[config.mk]
export PLATFORM = sky130hd
export DESIGN_NAME = pwm_duty_ramper
export DESIGN_NICKNAME = d
export VERILOG_FILES = /design/src/rtl/pwm_duty_ramper.sv
export SDC_FILE = /design/constraint.sdc
export NUM_CORES = 1
export LEC_CHECK = 0
export CORE_AREA = 10 10 108 134
export CTS_CLUSTER_SIZE = 14
export DETAILED_ROUTE_END_ITERATION = 10
export DIE_AREA = 0 0 118 144
export HOLD_SLACK_MARGIN = 0.15
export PLACE_DENSITY_LB_ADDON = 0.1
export SYNTH_ARGS = -nofsm -noshare
export SYNTH_HDL_FRONTEND = slang
export SYNTH_SLANG_ARGS = --single-unit
[constraint.sdc]
create_clock -name clk -period 16 [get_ports clk]
set_input_delay 4 -clock clk [delete_from_list [all_inputs] [get_ports clk]]
set_output_delay 4 -clock clk [all_outputs]
set_load 0.05 [all_outputs]
[src/rtl/pwm_duty_ramper.sv]
// pwm_duty_ramper: four-channel duty-cycle ramper for PWM generators.
// Commands set a per-channel target and step. Each tick starts a four-cycle
// scan that moves every channel one step toward its target.
// Optional feature macro: PWM_DUTY_RAMPER_OVERRUN_EN. It adds a sticky overrun
// flag for ticks that are lost while a scan is already busy.
module pwm_duty_ramper #(
  parameter int          STEP_W   = 4,
  parameter logic [7:0]  DUTY_RST = 8'h00
) (
  input  logic              clk,
  input  logic              rst,
  input  logic              cmd_valid,
  output logic              cmd_ready,
  input  logic [1:0]        cmd_chan,
  input  logic [7:0]        cmd_target,
  input  logic [STEP_W-1:0] cmd_step,
  input  logic              tick,
  output logic [7:0]        duty_1,
  output logic [7:0]        duty_2,
  output logic [7:0]        duty_3,
  output logic [7:0]        duty_4,
  output logic [3:0]        busy,
  output logic [3:0]        ramp_done
`ifdef PWM_DUTY_RAMPER_OVERRUN_EN
  ,
  output logic              overrun,
  input  logic              overrun_clr
`endif
);

  typedef enum logic {IDLE, SCAN} state_t;

  state_t                   state_q, state_d;
  logic [1:0]               idx_q, idx_d;
  logic                     pend_q, pend_d;
  logic                     accept;
`ifdef PWM_DUTY_RAMPER_OVERRUN_EN
  logic                     drop;
  logic                     overrun_q;
`endif

  logic [3:0][7:0]          duty_q;
  logic [3:0][7:0]          tgt_q;
  logic [3:0][STEP_W-1:0]   step_q;
  logic [7:0]               next_duty;

  // Upward move, saturating at the target; 9 bits so 8'hFF + step cannot wrap.
  function automatic logic [7:0] sat_up(input logic [7:0] cur, input logic [7:0] tgt,
                                        input logic [STEP_W-1:0] stp);
    logic [8:0] sum;
    sum = {1'b0, cur} + {{(9-STEP_W){1'b0}}, stp};
    sat_up = (sum >= {1'b0, tgt}) ? tgt : sum[7:0];
  endfunction

  // Downward move, saturating at the target; signed 9 bits so 0 - step stays negative.
  function automatic logic [7:0] sat_down(input logic [7:0] cur, input logic [7:0] tgt,
                                          input logic [STEP_W-1:0] stp);
    logic signed [8:0] diff;
    diff = $signed({1'b0, cur}) - $signed({{(9-STEP_W){1'b0}}, stp});
    sat_down = (diff <= $signed({1'b0, tgt})) ? tgt : diff[7:0];
  endfunction

  // FSM state, scan index and pending-tick flag.
  always_ff @(posedge clk) begin
    if (rst) begin
      state_q <= IDLE;
      idx_q   <= 2'd0;
      pend_q  <= 1'b0;
    end else begin
      state_q <= state_d;
      idx_q   <= idx_d;
      pend_q  <= pend_d;
    end
  end

  // Next-state logic: accept commands in IDLE, walk the four channels in SCAN.
  always_comb begin
    state_d   = state_q;
    idx_d     = idx_q;
    pend_d    = pend_q;
    cmd_ready = 1'b0;
    accept    = 1'b0;
`ifdef PWM_DUTY_RAMPER_OVERRUN_EN
    drop      = 1'b0;
`endif
    case (state_q)
      IDLE: begin
        cmd_ready = 1'b1;
        accept    = cmd_valid;
        if (tick || pend_q) begin
          state_d = SCAN;
          idx_d   = 2'd0;
          pend_d  = 1'b0;
        end
      end
      SCAN: begin
        // Only one tick is remembered; a second one during the scan is lost.
        if (tick) begin
          if (pend_q) begin
`ifdef PWM_DUTY_RAMPER_OVERRUN_EN
            drop = 1'b1;
`endif
          end else begin
            pend_d = 1'b1;
          end
        end
        idx_d = idx_q + 2'd1;
        if (idx_q == 2'd3) state_d = IDLE;
      end
      default: state_d = IDLE;
    endcase
  end

  // Candidate duty for the channel under scan; a zero step leaves it unchanged.
  always_comb begin
    next_duty = duty_q[idx_q];
    if (duty_q[idx_q] < tgt_q[idx_q])
      next_duty = sat_up(duty_q[idx_q], tgt_q[idx_q], step_q[idx_q]);
    else if (duty_q[idx_q] > tgt_q[idx_q])
      next_duty = sat_down(duty_q[idx_q], tgt_q[idx_q], step_q[idx_q]);
  end

  // Channel registers: command writes in IDLE, one channel update per SCAN cycle.
  always_ff @(posedge clk) begin
    if (rst) begin
      duty_q    <= {4{DUTY_RST}};
      tgt_q     <= {4{DUTY_RST}};
      step_q    <= {4{STEP_W'(1)}};
      ramp_done <= 4'b0000;
    end else begin
      ramp_done <= 4'b0000;
      if (accept) begin
        tgt_q[cmd_chan]  <= cmd_target;
        step_q[cmd_chan] <= cmd_step;
        if (cmd_step == '0) duty_q[cmd_chan] <= cmd_target;
      end
      if (state_q == SCAN) begin
        duty_q[idx_q]    <= next_duty;
        ramp_done[idx_q] <= (duty_q[idx_q] != tgt_q[idx_q]) && (next_duty == tgt_q[idx_q]);
      end
    end
  end

`ifdef PWM_DUTY_RAMPER_OVERRUN_EN
  // Sticky overrun flag; a new lost tick outranks a clear in the same cycle.
  always_ff @(posedge clk) begin
    if (rst)              overrun_q <= 1'b0;
    else if (drop)        overrun_q <= 1'b1;
    else if (overrun_clr) overrun_q <= 1'b0;
  end

  assign overrun = overrun_q;
`endif

  assign duty_1 = duty_q[0];
  assign duty_2 = duty_q[1];
  assign duty_3 = duty_q[2];
  assign duty_4 = duty_q[3];

  // A channel is busy until its duty has reached the target.
  always_comb begin
    for (int k = 0; k < 4; k++) busy[k] = (duty_q[k] != tgt_q[k]);
  end

endmodule

# Yosys cells after proc, flatten, opt, wreduce, memory -nomap -nowiden

Cells that the tools add are included.

Logic and storage cells: 81
Bits of input ports: 18
Register bits after elaboration: 88

Mux-type cells: 36
Add/sub/neg operators: 3
Order comparisons: 8
Equal/unequal tests: 9
Reductions and logical operators: 7
Bitwise logic cells: 2

Operators with widths:

| kind                 | number |
|---|---|
| $mux W32             | 4 |
| $bwmux W32           | 3 |
| $mux W8              | 8 |
| $ne A8 B8 Y1         | 5 |
| $bmux W8 S2          | 2 |
| $demux W8 S2         | 2 |
| $bwmux W16           | 1 |
| $add A8 B4 Y9        | 1 |
| $ge A9 B8 Y1         | 1 |
| $le A9 B9 Y1         | 1 |
| $sub A8 B4 Y9        | 1 |
| $bmux W4 S2          | 1 |
| $demux W4 S2         | 1 |
| $eq A8 B8 Y1         | 1 |
| $gt A8 B8 Y1         | 1 |
| $lt A8 B8 Y1         | 1 |
| $mux W4              | 2 |
| $mux W1              | 7 |
| $lt A2 B3 Y1 const B | 2 |
| $and A4 B4 Y4        | 1 |
| $ge A2 B1 Y1 const B | 2 |
| $logic_not A4 Y1     | 1 |
| $ne A2 B2 Y1 const B | 2 |
| $pmux W1 S2          | 2 |
| 10 further kinds     | 12 |

# Depth between registers and ports, before layout

Gate-level depths: netlist of run 1.

Depth in word-level cells: 10
Depth in mapped cells: 22

# Worst setup path after synthesis of run 1

OpenSTA, ideal clock, no wires.

Path kind: input to register
Start point: input rst
End point: register ramp_done[0]
Arrival: 5.617 ns
Setup slack: 10.292 ns
Stages on the path: 6
Buffers on the path: 0
Cells stage by stage: nand2b_1 > nor4b_1 > o2111ai_1 > a221o_1 > or4_4 > nor4_1

Longest elaborated chain between the ends: 1

RTL lines:

| element                        | line | RTL |
|---|---|---|
| start: declaration             | 11   | `input logic rst,` |
| $reduce_or A2 Y1 (no line)     | --   |  |
| end signal: indexed assignment | 139  | `ramp_done[idx_q] <= (duty_q[idx_q] != tgt_q[idx_q]) && (next_duty == tgt_q[idx_q]);` |
| end: declaration               | 23   | `output logic [3:0] ramp_done` |

No other way between the ends.
A chain may end at the register's enable or synchronous reset.

# Final worst setup path of run 1

Start point: register duty_q, in the netlist duty_1[0]
End point: output busy[0]

Longest elaborated chain between the ends: 1

RTL lines:

| element                          | line | RTL |
|---|---|---|
| start: declaration               | 42   | `logic [3:0][7:0] duty_q;` |
| start signal: assignment         | 126  | `duty_q <= {4{DUTY_RST}};` |
| start signal: indexed assignment | 135  | `if (cmd_step == '0) duty_q[cmd_chan] <= cmd_target;` |
| start signal: indexed assignment | 138  | `duty_q[idx_q] <= next_duty;` |
| $ne A8 B8 Y1                     | 162  | `for (int k = 0; k < 4; k++) busy[k] = (duty_q[k] != tgt_q[k]);` |
| end: declaration                 | 22   | `output logic [3:0] busy,` |

No other way between the ends.

==> impl_metrics.ini, run 1 <==
[finish]
fillers = 1082
area.growth.synth_to_final_pct = 15.7
seq_area_mm2 = 0.00176
multi_input_area_mm2 = 0.00402
fin_cells = 919
drive_above_1_share_pct = 10.6
layout.nets = 806
num_antenna_cells = 0
utilization_pct = 58.6

[worst_setup_path]
worstPathCellList = xor2_1, nor4_1, nand2_1, clkdlybuf4s50_1
crit_slowest_cell = clkdlybuf4s50_1
reg2reg_slack_ns = 9.99
critPathMaxStageDelay_ns = 0.73
cp_max_fo = 4
cp.arrival_ns = 2.18
crit_path_start_kind = register
worstSetupEndpointType = output pin
critPathRequiredTime_ns = 12.00
critPathKind = register to output pin

[timing]
slew_headroom_pct = 41.2
rsz0062_at_grt = false
max_clock_freq_mhz = 162
period_needed_ns = 6.18
skew_ns = 0.00631
tightest_slew_ns = 0.881
finalHoldViolCount = 0
timing.final.crit_share_pct = 38.7
setup_viol = 0
drv_slew = 0
setup-tns-final_ns = 0

[logic_synthesis]
synthAdderAreaFrac_pct = 8.11
synth_edf_count = 0
yosys.area_share.simple_pct = 19.4
ys.warnings.count = 0
yosysSeqAreaShare_pct = 29.1
synth_nets = 772
synth_xor_xnor_area_share_pct = 8.05
yosysMostFrequentCell = nand2_1
synthesis.instances = 716
ys_top_cells_by_area = dfxtp_1 (29%), nand2_1 (8.4%), ha_1 (7.4%)
synth_top_family_by_area = simple AND/OR/NAND/NOR gates
syn_area_mm2 = 0.00605
yosys.area.top_type_share_pct = 29.1
synth_compound_area_share_pct = 18.2
synth_ff_type = dfxtp_1
synth_top_area_cell = dfxtp_1
avgSynthCellArea_um2 = 8.45
synth_async_sr_flop_share_pct = 0
synth-seq-cells = 88
synth.distinct_cells = 59
synthTopCellsByCount = nand2_1 (135), dfxtp_1 (88), a21oi_1 (62)
muxShareOfSynthArea_pct = 12.7

[clocking]
cts_max_level = 3
cts_tree = yes
cts_setup_buffers = 0
cts_hold_buf = 0
clockBufferDepth = 2
cts.repair.resized = 0
path_clk_slew_ns = 0.06
clock-root-buffer = clkbuf_16
clk_latency_ns = 0.34
numCtsBuffers = 9
cts_sinks = 88

[floorplan]
start_util_pct = 50.7
die_h_um = 144
die_x_um = 118
placeableCoreArea_mm2 = 0.0119
row_count = 45
dieArea_mm2 = 0.0170
pin_count = 59

[pwr]
power_leakage_uw = 0.00278
peakVddDrop_v = 0.0000757
p_per_area_mw_per_mm2 = 129
total_power_uw = 902

[place]
port-buffer-count = 58
place_congestion = 0.980
dp_hpwl_mm = 15.4
dp_cells = 903

[flow_run]
max_cap_viol_count = 0

[routing]
vias = 5596
first_pass_iters = 9
postRouteAntennaNets = 0
wirelength_mm = 20.3
drc = 1
wl_per_cell_um = 22.1
drt-initial-drc-count = 509
viasPerCell = 6.09

[global_route]
grt_pass1_vias = 5421
grt_use_total_pct = 23.3
grt_start_max_net_pins = 85
antenna_found_initial = 0
overflow = 0
grt_pass1_wl_mm = 31.0

[run_status]
violations = DRC
status = finished with violations

[hold_path]
hold_path.class = register to register
## cell type report
class / count / share of cell area [%]
repair buffers: 67 / 9.19
clock inverters: 5 / 0.536
inverters: 20 / 1.07
flip-flops and latches: 88 / 25.2
multi-input cells: 564 / 57.5
well taps: 164 / 2.93
clock buffers: 11 / 3.61
## through the flow
stage	hold WS, ns	setup WS [ns]	area [um^2]
after floorplan	0.432	10.29	6050
after global placement	0.441	9.63	6710
after detailed placement	0.447	9.52	6710
after CTS	0.456	9.82	7000
after global routing	0.476	9.67	7000
final	0.453	9.82	7000
## power breakdown
group          switching, uW  internal, uW
Sequential              11.1           229
Combinational            300           157
Clock                   90.3           115
## state kept, by name (all words and copies together) (netlist names)
register and count:
pend_q 1, tgt_q 32, duty_2 8, step_q 16, duty_1 8, ramp_done 4, duty_4 8, duty_3 8
idx_q 2, state_q 1
## routing by layer
layer  global-route usage [%]  share of wire, %  vias to the layer above  wire length, um
met5                        0                 0                        -                0
met1                     26.4                39                     2722             7890
met4                     13.2               4.8                        0              972
met2                     41.5                52                      184            10500
li1                         -                 -                     2635                -
met3                     3.28               4.6                       55              938
## path summary, 6_finish.rpt
path	from	end	cells after the start
worst max-delay path	duty_1[0]	busy[0]	4
worst min-delay path	step_q[5]	step_q[5]	2
worst max register to register	idx_q[0]	duty_4[7]	18
worst min register to register	step_q[5]	step_q[5]	2
## cells by family after synthesis
| logic type | after synthesis |
|---|---|
| AND/OR/NAND/NOR | 261 |
| flip-flops | 88 |
| XOR/XNOR | 50 |
| multiplexers | 50 |
| AO/OA/AOI/OAI | 165 |
| adder cells (fa/ha/maj) | 38 |
| buffers and inverters | 64 |
## worst max-delay path: cells and delay by family (launching register included)
family	cells	cell delay [ns]
flops	1	0.36
buf+inv	1	0.73
simple gates	2	0.60
xor+xnor	1	0.16
## layout by cell type, fill, tap and decap left out, drive strengths merged, types with 3 or more instances in the layout
master | netlist | final
o211ai | 9 | 9
or2 | 4 | 4
and3 | 10 | 10
clkbuf | 31 | 11
a21o | 5 | 5
a2111oi | 3 | 3
a31oi | 3 | 3
or3 | 3 | 3
xnor2 | 8 | 8
xnor3 | 3 | 3
clkdlybuf4s50 | 0 | 57
mux2i | 5 | 5
nor4 | 14 | 14
and2 | 6 | 6
o21ai | 12 | 12
a21oi | 62 | 62
inv | 20 | 22
a211oi | 44 | 44
nand2b | 5 | 5
nand3b | 6 | 6
nand2 | 135 | 135
nor2b | 5 | 5
nor3 | 9 | 9
nor2 | 54 | 54
mux2 | 26 | 26
dfxtp | 88 | 88
ha | 36 | 36
buf | 13 | 10
nand4 | 5 | 5
xor2 | 39 | 39
mux4 | 19 | 19
o21a | 3 | 3
Power figures use the tool's default switching activity.
==> run 2: changes to the inputs <==
==> constraint.sdc (replaced) <==
create_clock -name clk -period 6.22 [get_ports clk]
set_input_delay 1.555 -clock clk [delete_from_list [all_inputs] [get_ports clk]]
set_output_delay 1.555 -clock clk [all_outputs]
set_load 0.05 [all_outputs]
==> run 2 against run 1 <==
  * The run now ends clean
  * Global-route usage up 1.1 points
  * First-iteration DRC count up 11%
  * Combinational power rose to 2.5 times the previous value
  * Core utilization up 0.052 points
  * Sequential power rose to 2.6 times the previous value
  * Die area unchanged
  * Clock skew down 0.0021 ns
  * Worst setup slack worse by 9.1 ns
  * Critical path type is now register to register
  * Critical endpoint is now ramp_done[0]
==> impl_metrics.ini, run 2 (synthesis results as in run 1) <==
[run_status]
status = finished, final reports clean

[worst_setup_path]
crit_path_start_kind = register
reg2reg_depth = 14
critPathKind = register to register
cp.arrival_ns = 5.77
cp_max_fo = 18
worstSetupEndpointType = register
critPathRequiredTime_ns = 6.47

[finish]
utilization_pct = 58.7
multi_input_area_mm2 = 0.00402
mostFrequentLayoutCells = nand2_1 (135), dfxtp_1 (88), a21oi_1 (62)
drive_above_1_share_pct = 10.6
top_regs = tgt_q (32), step_q (16)
layout.nets = 807
largest_register_ffs = 32
num_antenna_cells = 0
fillers = 1123
layout_commonest_cell = nand2_1
finalInstanceArea_mm2 = 0.00700
seq_area_mm2 = 0.00176
area.growth.synth_to_final_pct = 15.8
top_register = tgt_q

[clocking]
cts_setup_buffers = 0
clock-root-buffer = clkbuf_16
numCtsBuffers = 9
cts_sinks = 88
cts.repair.resized = 0
cts_tree = yes
clk_latency_ns = 0.35
cts_hold_buf = 0
path_clk_slew_ns = 0.06
cts_max_level = 3
clockBufferDepth = 2

[floorplan]
start_util_pct = 50.7
row_count = 45
dieArea_mm2 = 0.0170
placeableCoreArea_mm2 = 0.0119
die_x_um = 118
pin_count = 59
die_h_um = 144

[timing]
period_needed_ns = 5.52
skew_ns = 0.00419
max_clock_freq_mhz = 181
whs_ns = 0.460
tightest_slew_ns = 0.937
finalHoldViolCount = 0
rsz0062_at_grt = false
setup-tns-final_ns = 0
drv_slew = 0
worst_slack_ns = 0.702
slew_headroom_pct = 37.5
timing.final.crit_share_pct = 88.7
setup_viol = 0

[global_route]
antenna_found_initial = 0
overflow = 0
grt_use_total_pct = 24.4
grt_start_max_net_pins = 84
grt_pass1_wl_mm = 32.5
grt_pass1_vias = 5599

[routing]
vias = 5663
drc = 0
viasPerCell = 6.16
first_pass_iters = 5
drt-initial-drc-count = 567
postRouteAntennaNets = 0
wirelength_mm = 20.8
wl_per_cell_um = 22.6

[pwr]
seqPwrFrac_pct = 26.8
comb_power_share_pct = 49.9
power_frac_clock_pct = 23.2
power_leakage_uw = 0.00279
p_int_uw = 1300
sw_frac_of_total_pct = 43.6
peakVddDrop_v = 0.000191
p_per_area_mw_per_mm2 = 330
p_switching_uw = 1010

[flow_run]
max_cap_viol_count = 0

[place]
dp_hpwl_mm = 15.9
pre_cts_slack_ns = 0.744
place_congestion = 0.929
dpl_cell_area_mm2 = 0.00671
port-buffer-count = 58

[hold_path]
whs_path_depth = 2
hold_path.class = register to register
==> run 2: cell types whose count changed in the layout (fill, tap and decap cells not counted), sizes merged <==
cell    previous run  this run
buf               10        11
clkinv             1         3
inv               22        20
bufinv             0         1
clkbuf            11        10
==> run 2: final timing paths <==
| kind | end | start | slack (ns) |
|---|---|---|---|
| setup / recovery | ramp_done[0] | idx_q[1] | 0.70 |
| hold / removal | step_q[5] | step_q[5] | 0.46 |
| setup reg to reg | ramp_done[0] | idx_q[1] | 0.70 |
| hold reg to reg | step_q[5] | step_q[5] | 0.46 |
==> run 2: power groups by stage <==
stage                     clock network (uW)  logic (uW)  registers [uW]
after detailed placement                   0        1130             631
after CTS                                537        1140             618
after global placement                     0        1120             630
final                                    536        1150             619
after floorplan                            0         752             670
after global routing                     560        1250             622
==> run 2: area by class of cell <==
class                      instances  area share (%)
timing repair buffer              68            9.29
clock inverter                     6           0.858
tap                              164            2.93
sequential                        88            25.2
inverter                          20            1.07
multi-input combinational        564            57.4
clock buffer                      10            3.27
==> run 2: stage by stage <==
step,total power [uW],std cells
2_1_floorplan,1420,716
3_3_place_gp,1750,904
3_5_place_dp,1760,904
4_1_cts,2290,920
5_1_grt,2430,920
6_report,2310,920
==> run 2: per-layer routing <==
metal	track usage, %	wire [um]	up-vias
met5	0	0	-
met3	3.43	1140	60
met1	27.3	7950	2708
met4	13.7	993	0
li1	-	-	2641
met2	43.9	10700	254
==> run 2: worst max-delay path, stage by stage (launching register included) <==
cell and delay (ns):
dfxtp_1 0.62, buf_4 0.35, mux4_2 0.45, fa_1 0.47, a21o_1 0.22, a2111oi_4 0.46, xor2_2 0.26, ha_1 0.29
a211oi_1 0.30, o211ai_1 0.14, o211ai_1 0.39, nor2_1 0.26, a221o_1 0.37, or4_4 0.54, nor4_1 0.29
==> run 3: changes to the inputs <==
==> constraint.sdc (replaced) <==
create_clock -name clk -period 6.22 [get_ports clk]
set_input_delay 1.555 -clock clk [delete_from_list [all_inputs] [get_ports clk]]
set_output_delay 1.555 -clock clk [all_outputs]
set_load 0.02 [all_outputs]
==> results of run 3 <==
The final DEF is identical to that of run 2. Status: finished, final reports clean.
Main changes from that run: total power 2310 uW -> 2260 uW; worst IR drop on VDD 0.000191 V -> 0.000190 V
